**config.mk**
```make
export PLATFORM = sky130hd
export DESIGN_NAME = gf2m_digit_mult
export DESIGN_NICKNAME = d
export VERILOG_FILES = /design/src/rtl/gf2m_digit_mult.sv
export SDC_FILE = /design/constraint.sdc
export NUM_CORES = 2
export LEC_CHECK = 0
export CAP_MARGIN = 20
export CORE_ASPECT_RATIO = 1.2
export CORE_MARGIN = 4
export CORE_UTILIZATION = 40
export CTS_CLUSTER_SIZE = 40
export DETAILED_ROUTE_END_ITERATION = 16
export PLACE_DENSITY_LB_ADDON = 0.05
export SYNTH_ARGS = -nofsm -noshare
export SYNTH_HDL_FRONTEND = slang
export SYNTH_SLANG_ARGS = --single-unit
```
**constraint.sdc**
```tcl
create_clock -name clk -period 32.3 [get_ports clk]
set_input_delay 9.69 -clock clk [delete_from_list [all_inputs] [get_ports clk]]
set_output_delay 9.69 -clock clk [all_outputs]
set_load 0.02 [all_outputs]
```
**src/rtl/gf2m_digit_mult.sv**
```systemverilog
// Digit-serial GF(2^M) polynomial-basis multiplier: Z = A*B mod (x^M + POLY).
// Each RUN cycle consumes D bits of B (LSB first) while A is advanced by x^D.
module gf2m_digit_mult #(
    parameter int          M    = 163,
    parameter logic [M-1:0] POLY = 163'hC9,
    parameter int          D    = 1
) (
    input  logic         clk,
    input  logic         rst,
    input  logic         start,
    input  logic         abort,
    input  logic [M-1:0] A,
    input  logic [M-1:0] B,
    output logic [M-1:0] Z,
    output logic         busy,
    output logic         done,
    output logic [1:0]   dbg_state
);

    // Handshake: start is taken only when busy=0 (IDLE); abort is honoured only
    // while running; done pulses for one cycle with Z already updated.
    localparam int K  = (M + D - 1) / D;
    localparam int CW = $clog2(K + 1);

    typedef enum logic [1:0] {
        S_IDLE = 2'd0,
        S_RUN  = 2'd1,
        S_DONE = 2'd2
    } state_t;

    state_t         state_q, state_d;
    logic [M-1:0]   rega_q, rega_d;
    logic [M-1:0]   regb_q, regb_d;
    logic [M-1:0]   c_q, c_d;
    logic [M-1:0]   z_q, z_d;
    logic [CW-1:0]  cnt_q, cnt_d;

    logic [M-1:0]   a_nx;
    logic [M-1:0]   c_nx;
    logic           last_digit;

    assign last_digit = (cnt_q == CW'(1));

    // One digit: D serial multiply-accumulate steps, each followed by a*x mod f.
    always_comb begin
        a_nx = rega_q;
        c_nx = c_q;
        for (int j = 0; j < D; j++) begin
            if (regb_q[j]) begin
                c_nx = c_nx ^ a_nx;
            end
            a_nx = {a_nx[M-2:0], 1'b0} ^ (a_nx[M-1] ? POLY : '0);
        end
    end

    always_ff @(posedge clk or posedge rst) begin
        if (rst) begin
            state_q <= S_IDLE;
        end else begin
            state_q <= state_d;
        end
    end

    always_comb begin
        state_d = state_q;
        case (state_q)
            S_IDLE: begin
                if (start) begin
                    state_d = S_RUN;
                end
            end
            S_RUN: begin
                if (abort) begin
                    state_d = S_IDLE;
                end else if (last_digit) begin
                    state_d = S_DONE;
                end
            end
            S_DONE: begin
                state_d = S_IDLE;
            end
            default: begin
                state_d = S_IDLE;
            end
        endcase
    end

    always_comb begin
        busy      = (state_q != S_IDLE);
        done      = (state_q == S_DONE);
        dbg_state = state_q;
        Z         = z_q;
    end

    always_comb begin
        rega_d = rega_q;
        regb_d = regb_q;
        c_d    = c_q;
        cnt_d  = cnt_q;
        z_d    = z_q;
        if (state_q == S_IDLE && start) begin
            rega_d = A;
            regb_d = B;
            c_d    = '0;
            cnt_d  = CW'(K);
        end else if (state_q == S_RUN && !abort) begin
            rega_d = a_nx;
            regb_d = regb_q >> D;
            c_d    = c_nx;
            cnt_d  = cnt_q - CW'(1);
            if (last_digit) begin
                z_d = c_nx;
            end
        end
    end

    always_ff @(posedge clk or posedge rst) begin
        if (rst) begin
            rega_q <= '0;
            regb_q <= '0;
            c_q    <= '0;
            cnt_q  <= '0;
            z_q    <= '0;
        end else begin
            rega_q <= rega_d;
            regb_q <= regb_d;
            c_q    <= c_d;
            cnt_q  <= cnt_d;
            z_q    <= z_d;
        end
    end

endmodule
```
# Word-level counts from Yosys, hierarchy flattened
# Cells that the tools add are included.
# word_totals
reg_bits	662
output_inout_bits	167
in_bits	330
wordCells	37
# classes
bitwise	3
addsub	1
n_reduce_logical	8
n_mux	14
n_eq_ne	5
# op_table
operator	count
$mux W163	7
$xor A163 B163 Y163	1
$xor A163 B8 Y163	1
$mux W8	3
$eq A8 B1 Y1 const B	1
$sub A8 B1 Y8 const B	1
$mux W2	3
$pmux W2 S2	1
$reduce_bool A2 Y1	2
$ne A3 B3 Y1 const B	1
$reduce_and A3 Y1	1
$eq A2 B1 Y1 const B	1
$eq A2 B2 Y1 const B	1
$logic_and A1 B1 Y1	2
$logic_not A2 Y1	1
$ne A2 B2 Y1 const B	1
$reduce_and A2 Y1	1
$logic_not A1 Y1	1
$not A1 Y1	1

# Logic depth before layout (Yosys ltp)
# depth
depth_word	4
depth_mapped	7
mapped_depth_nobuf	5

# Least setup slack after synthesis
# No wires, ideal clock.
# synth_timing
path_type	in2reg
start	in abort
end	reg z_q[100], in the netlist Z[100]
setup_time_ns	0.127
path_slack_ns	21.007
path_stages	6
n_path_buf	3
arrival_ns	11.166
cell_sequence	or3b_1 buf_2 nor4_4 buf_6 buf_12 mux2_1
# synth_via
elab_chain_len	3
# synth_rtl
item	line	text
start: declaration	11	input logic abort,
$logic_not A1 Y1	106	end else if (state_q == S_RUN && !abort) begin
$logic_and A1 B1 Y1	106	
$reduce_and A3 Y1 (no source line)	--	
end signal: assignment	129	z_q <= z_d;
end: declaration	35	logic [M-1:0] z_q, z_d;
# Every way passes these cells.
# A chain may end at the register's enable or synchronous reset.

==> results.txt <==
Yosys cell types - 42
total die area - 76000 um^2
leakage power - 0.0169 uW
Post-CTS Setup Inserts - 0
row count - 107
Die W - 252 um
Top Family by Delay on Critical Path - buffers and inverters
CP Cell Sequence - clkdlybuf4s50_1 > inv_8 > buf_4 > buf_4 > buf_4
CP dominant cell by count - buf_4
CP required - 32890 ps
Worst Tran Pin Value - 1130 ps
flops & latches, synth - 662
M1 wire length - 36.4 mm
number of global-route vias before repair - 22500
Clock Pin Slew Worst Setup and Hold Paths - 60 ps
Crit. End Element - async pin
max cap viols - 0
Peak supply drop - 0.0000374 V
hold_buf cts - 0
Total GRT Usage - 21.9%
hold slack final - 483 ps
unrepaired setup endpoints after global routing - no
drt drc - 0
uppermost routed layer - met5
Worst-Skew Late Latency - 590 ps
DP Worst Slack - 18430 ps
Syn Std Cell Area - 28600 um^2
die height - 301 um
syn avg cell area - 11.0 um^2
Max stage delay on crit path - 850 ps
Detailed Route WL - 85.2 mm
WS Path Type - in -> async
Hold Vio Cnt, Final - 0
post-layout util - 51.7%
CTS tree - done
first-pass GRT wire length - 133 mm
number of vias per cell - 5.42
Initial Util - 40.4%
Met2 Routed Length - 40.6 mm
post-cts resize count - 0
most frequent cells in the layout - dfrtp_1, nand2_1, clkdlybuf4s50_1
DR WL met3 - 5.83 mm
Hold WC Path Type - reg -> reg
placer congestion estimate - 0.797
endpoints failing setup - 0
H-tree depth - 3
total core area - 71000 um^2
run status - finished clean
CP max FO - 136
Area growth, synth to finish - 28.0%
Net count, final - 3326
antenna-violating nets left - 0
Period minus WS final - 13070 ps
layout cells sized above 1 - 5.25%
sequential cell area fraction in the yosys report - 57.8%
largest net degree at the start of global routing - 219
hpwl dp - 52.2 mm
FMAX - 76.5 MHz
Post-Syn Instances - 2612
routed len/inst - 21.3 um
Worst EP arrival - 13650 ps
Synth Warn # - 0
via count - 21700
initial antenna violation count - 24
Setup crit start kind - primary input
Post-Route Setup TNS - 0 ps
CTS sink count - 662
Mapped Nets - 2944
CTS buffer count - 73
First-pass DRT Iterations - 8
pwr dens - 68.4 nW/um^2
most common cell after layout, fill and taps aside - dfrtp_1
IO buf count - 496
root buf cell - clkbuf_16
PnR worst setup slack - 19230 ps
DR iter-0 viols - 1443
I/O pin total - 497
clk buf depth - 3
Slew Limit Headroom - 24.9%
crit path buf inv count - 5
critical path's slowest cell - buf_4
Clock Skew - 14.4 ps
total gr overflow - 0
Pins Over Slew Limit - 0
crit share post-route - 40.5%
==> kinds of logic (layout without fill, tap and decap cells) <==
logic type / count (synthesis) / count (layout) / share of synthesized area, %
adders and majority gates: 2 / 2 / 0.0874
xor gates and xnor gates: 167 / 167 / 5.11
and+or+nand+nor: 843 / 843 / 12.7
other: 0 / 17 / 0
AOI/OAI and AO/OA: 499 / 499 / 13.8
DFF: 662 / 662 / 57.8
muxes: 164 / 164 / 6.21
buffers and inverters: 275 / 712 / 4.31
==> power breakdown <==
group / leakage, uW / total [uW] / internal, uW / switching, uW
logic: 0.00735 / 501 / 232 / 268
clock network: 0.00124 / 862 / 525 / 337
registers: 0.00831 / 1140 / 1010 / 137
==> cell type report <==
type	count	area (um^2)
repair buffers	526	5320
inverters	56	218
diodes	17	42.5
clock buffers	114	2290
fillers	6329	34300
well taps	926	1160
clock inverters	16	213
flip-flops and latches	662	16600
multi-input cells	1675	10900
==> registers in the layout, indices dropped and copies added (netlist names) <==
| name | cells |
|---|---|
| cnt_q | 8 |
| c_q | 163 |
| Z | 163 |
| dbg_state | 2 |
| regb_q | 163 |
| rega_q | 163 |
==> final timing paths <==
path | slack (ps) | cells past startpoint | from | to
hold / removal | 480 | 1 | Z[95] | Z[95]
setup / recovery | 19230 | 5 | rst | regb_q[67]
hold reg to reg | 480 | 1 | Z[95] | Z[95]
max in group clk | 19890 | 7 | start | regb_q[109]
min in group asynchronous | 9620 | 2 | rst | rega_q[55]
setup reg to reg | 28930 | 6 | dbg_state[0] | regb_q[109]
==> stage by stage <==
stage	instances	cell area, um^2	power, uW
3_5_place_dp	3841	34000	1660
6_report	3992	36700	2510
5_1_grt	3985	36600	2660
3_3_place_gp	3841	34000	1630
4_1_cts	3971	36500	2530
2_1_floorplan	2612	28600	1490
==> cells in the mapped netlist <==
library cell,number,area [um^2]
or3b_2,1,8.76
a22o_1,111,972
nor4_4,1,21.3
xor2_1,54,473
nor2_1,19,71.3
nor3b_1,2,15.0
ha_1,2,25.0
nor4_1,1,6.26
buf_2,2,10.0
buf_6,2,22.5
nand2_1,497,1870
and2_0,1,6.26
o2bb2ai_1,53,464
o21ai_0,1,5.00
clkbuf_1,170,638
or3_1,1,6.26
buf_1,29,109
buf_4,6,45.0
nand3_1,311,1560
nor3_1,1,5.00
o31ai_1,2,15.0
o211ai_1,1,7.51
o311ai_0,2,17.5
a31oi_1,12,75.1
or4_1,1,7.51
a221o_1,3,30.0
or3b_1,1,8.76
inv_1,56,210
nor2b_1,1,6.26
nand2b_1,1,6.26
a21oi_1,1,5.00
or4_4,1,11.3
dfrtp_1,662,16600
xnor2_1,113,990
buf_12,10,200
or2_2,2,12.5
mux2i_1,54,541
nand4bb_1,1,11.3
mux2_2,4,45.0
o41ai_1,2,17.5
mux2_1,106,1190
a22oi_1,311,2330
==> metal layers <==
layer  vias up  global-route usage (%)
li1       9990                       -
met1     10900                    29.3
met2       598                    34.6
met3       121                    5.93
met4        14                    7.66
met5         -                       0
Power figures use the tool's default switching activity.
==> RTL change (same flow settings) <==
Put a register stage on the output `dbg_state`, without a reset. The value now appears one clock later. The other outputs are not delayed to match.
--- a/src/rtl/gf2m_digit_mult.sv
+++ b/src/rtl/gf2m_digit_mult.sv
@@ -28,4 +28,6 @@
         S_DONE = 2'd2
     } state_t;
+
+    logic [1:0] dbg_state_d;
 
     state_t         state_q, state_d;
@@ -89,5 +91,5 @@
         busy      = (state_q != S_IDLE);
         done      = (state_q == S_DONE);
-        dbg_state = state_q;
+        dbg_state_d = state_q;
         Z         = z_q;
     end
@@ -131,3 +133,7 @@
     end
 
+    always_ff @(posedge clk) begin
+        dbg_state <= dbg_state_d;
+    end
+
 endmodule
Behaviour: not the same (a bounded check fails within 4 cycles, from zero or initial values and one cycle with rst high).
==> RTL change against the unedited design <==
Sequential power about the same. Critical endpoint is now regb_q[0]$_DFFE_PP0P_. Wire length decreased by 0.32%. Synthesized area increased by 0.13%. Worst setup slack improved by 0.24 ns. Final area decreased by 0.53%. Die area increased by 0.12%. Largest power group unchanged. Sequential cell count increased by 2. Clock skew increased by 0.0091 ns. Fmax increased by 1.8%. Total power decreased by 2.2%.
==> RTL change: results (changes against the unedited design) <==
INFO  place          place_worst_setup_slack=18.65ns [was 18.43 ns]
INFO  yosys          synth.top_cells.by_area=sky130_fd_sc_hd__dfrtp_1, sky130_fd_sc_hd__a22oi_1, sky130_fd_sc_hd__nand2_1 [unchanged]
INFO  layout         fillCellCount=6345 [was 6329]
INFO  yosys          synth_common_cells=sky130_fd_sc_hd__dfrtp_1, sky130_fd_sc_hd__nand2_1, sky130_fd_sc_hd__a22oi_1, sky130_fd_sc_hd__nand3_1, sky130_fd_sc_hd__clkbuf_1 [unchanged]
INFO  clock_tree     worstSkewPairLatency=0.61ns [was 0.59 ns]
INFO  detailed_routing drt_iter0_drc=1701 [was 1443]
INFO  critical_path  endpoint=regb_q[0]$_DFFE_PP0P_ [was regb_q[67]$_DFFE_PP0P_]
INFO  yosys          async_reset_ff_frac=0.997 [was 1.00]
INFO  critical_path  timing.reg2reg.setup_slack=28.48ns [was 28.93 ns]
INFO  clock_tree     cts_buffers=72 [was 73]
INFO  outcome        run_status=completed [unchanged]
INFO  detailed_routing vias_per_cell=5.43 [was 5.42]
INFO  global_routing maximum_number_of_pins_on_one_net_before_global_route_repair=209 [was 219]
INFO  place          globalplace.congestion=0.807 [was 0.797]
INFO  pwr            ir_drop_worst_case_vdd=0.0355mV [was 0.0374 mV]
INFO  yosys          share_of_cell_area_taken_by_muxes_after_synthesis=0.0621 [about the same]
INFO  timing         fin_skew=0.0235ns [was 0.0144 ns]
INFO  global_routing number_of_global_route_vias_before_repair=22400 [was 22500]
INFO  critical_path  origin_of_the_critical_flop_to_flop_path=dbg_state_d[0]$_DFFE_PP0P_ [was dbg_state[0]$_DFFE_PP0P_]
INFO  floorplanning  area_of_the_placeable_core=0.0711mm2 [was 0.0710 mm2]
INFO  yosys          syn-mean-instance-area=11.0um2 [about the same]
INFO  yosys          synth_seq_area_share=0.579 [was 0.578]
INFO  critical_path  critical_path.max_fanout=208 [was 136]
INFO  yosys          synth_adder_area_share=0.000873 [was 0.000874]
INFO  detailed_routing drt_pass1_iterations=5 [was 8]
## RTL change: cell types whose count changed in the layout (fill, tap and decap cells not counted), sizes merged, moves of 2 or more
cell    unedited run  this run
bufinv             5         1
diode             17        14
dfxtp              0         2
clkbuf           114       110
## RTL change: logic make-up after synthesis
family                     after synthesis
and+or+nand+nor                        842
DFF                                    664
AOI/OAI and AO/OA                      499
buffers and inverters                  274
xor gates and xnor gates               167
muxes                                  164
adders and majority gates                2
## RTL change: final cells by class
cell class / instances / area share
flip-flops and latches: 664 / 0.455
multi-input cells: 1674 / 0.298
repair buffers: 527 / 0.146
clock buffers: 110 / 0.0597
well taps: 926 / 0.0318
inverters: 55 / 0.00587
clock inverters: 13 / 0.00305
diodes: 14 / 0.000961
## RTL change: worst min path at each step
| stage | from | end | slack (ns) | depth (start not counted) |
|---|---|---|---|---|
| 2_1_floorplan | dbg_state_d[1]$_DFFE_PP0P_ | dbg_state[1]$_DFF_P_ | 0.43 | 0 |
| 3_3_place_gp | Z[49]$_DFFE_PP0P_ | Z[49]$_DFFE_PP0P_ | 0.47 | 1 |
| 3_5_place_dp | Z[45]$_DFFE_PP0P_ | Z[45]$_DFFE_PP0P_ | 0.47 | 1 |
| 4_1_cts | Z[63]$_DFFE_PP0P_ | Z[63]$_DFFE_PP0P_ | 0.49 | 1 |
| 5_1_grt | Z[4]$_DFFE_PP0P_ | Z[4]$_DFFE_PP0P_ | 0.50 | 1 |
| 6_report | Z[45]$_DFFE_PP0P_ | Z[45]$_DFFE_PP0P_ | 0.48 | 1 |
## RTL change: routing by layer
metal	track usage	part of all wire
met1	0.297	0.43
met2	0.341	0.47
met3	0.0609	0.073
met4	0.0769	0.026
met5	0	0.0015
## RTL change: worst max-delay path, delay by kind of cell
| family | cells | cell delay (ns) |
|---|---|---|
| buffers and inverters | 4 | 2.51 |
| AO/OA/AOI/OAI | 1 | 0.21 |
| AND/OR/NAND/NOR | 2 | 0.40 |
## RTL change: through the flow
| stage | hold WS (ns) | utilization | instance area, um2 |
|---|---|---|---|
| 2_1_floorplan | 0.432 | - | 28700 |
| 3_3_place_gp | 0.468 | 0.479 | 34100 |
| 3_5_place_dp | 0.474 | 0.479 | 34100 |
| 4_1_cts | 0.487 | 0.511 | 36400 |
| 5_1_grt | 0.497 | 0.513 | 36500 |
| 6_report | 0.484 | 0.513 | 36500 |
## RTL change: power breakdown
| part | internal, mW | total, mW | switching, mW |
|---|---|---|---|
| registers | 1.01 | 1.14 | 0.131 |
| clock network | 0.471 | 0.808 | 0.337 |
| logic | 0.231 | 0.505 | 0.273 |
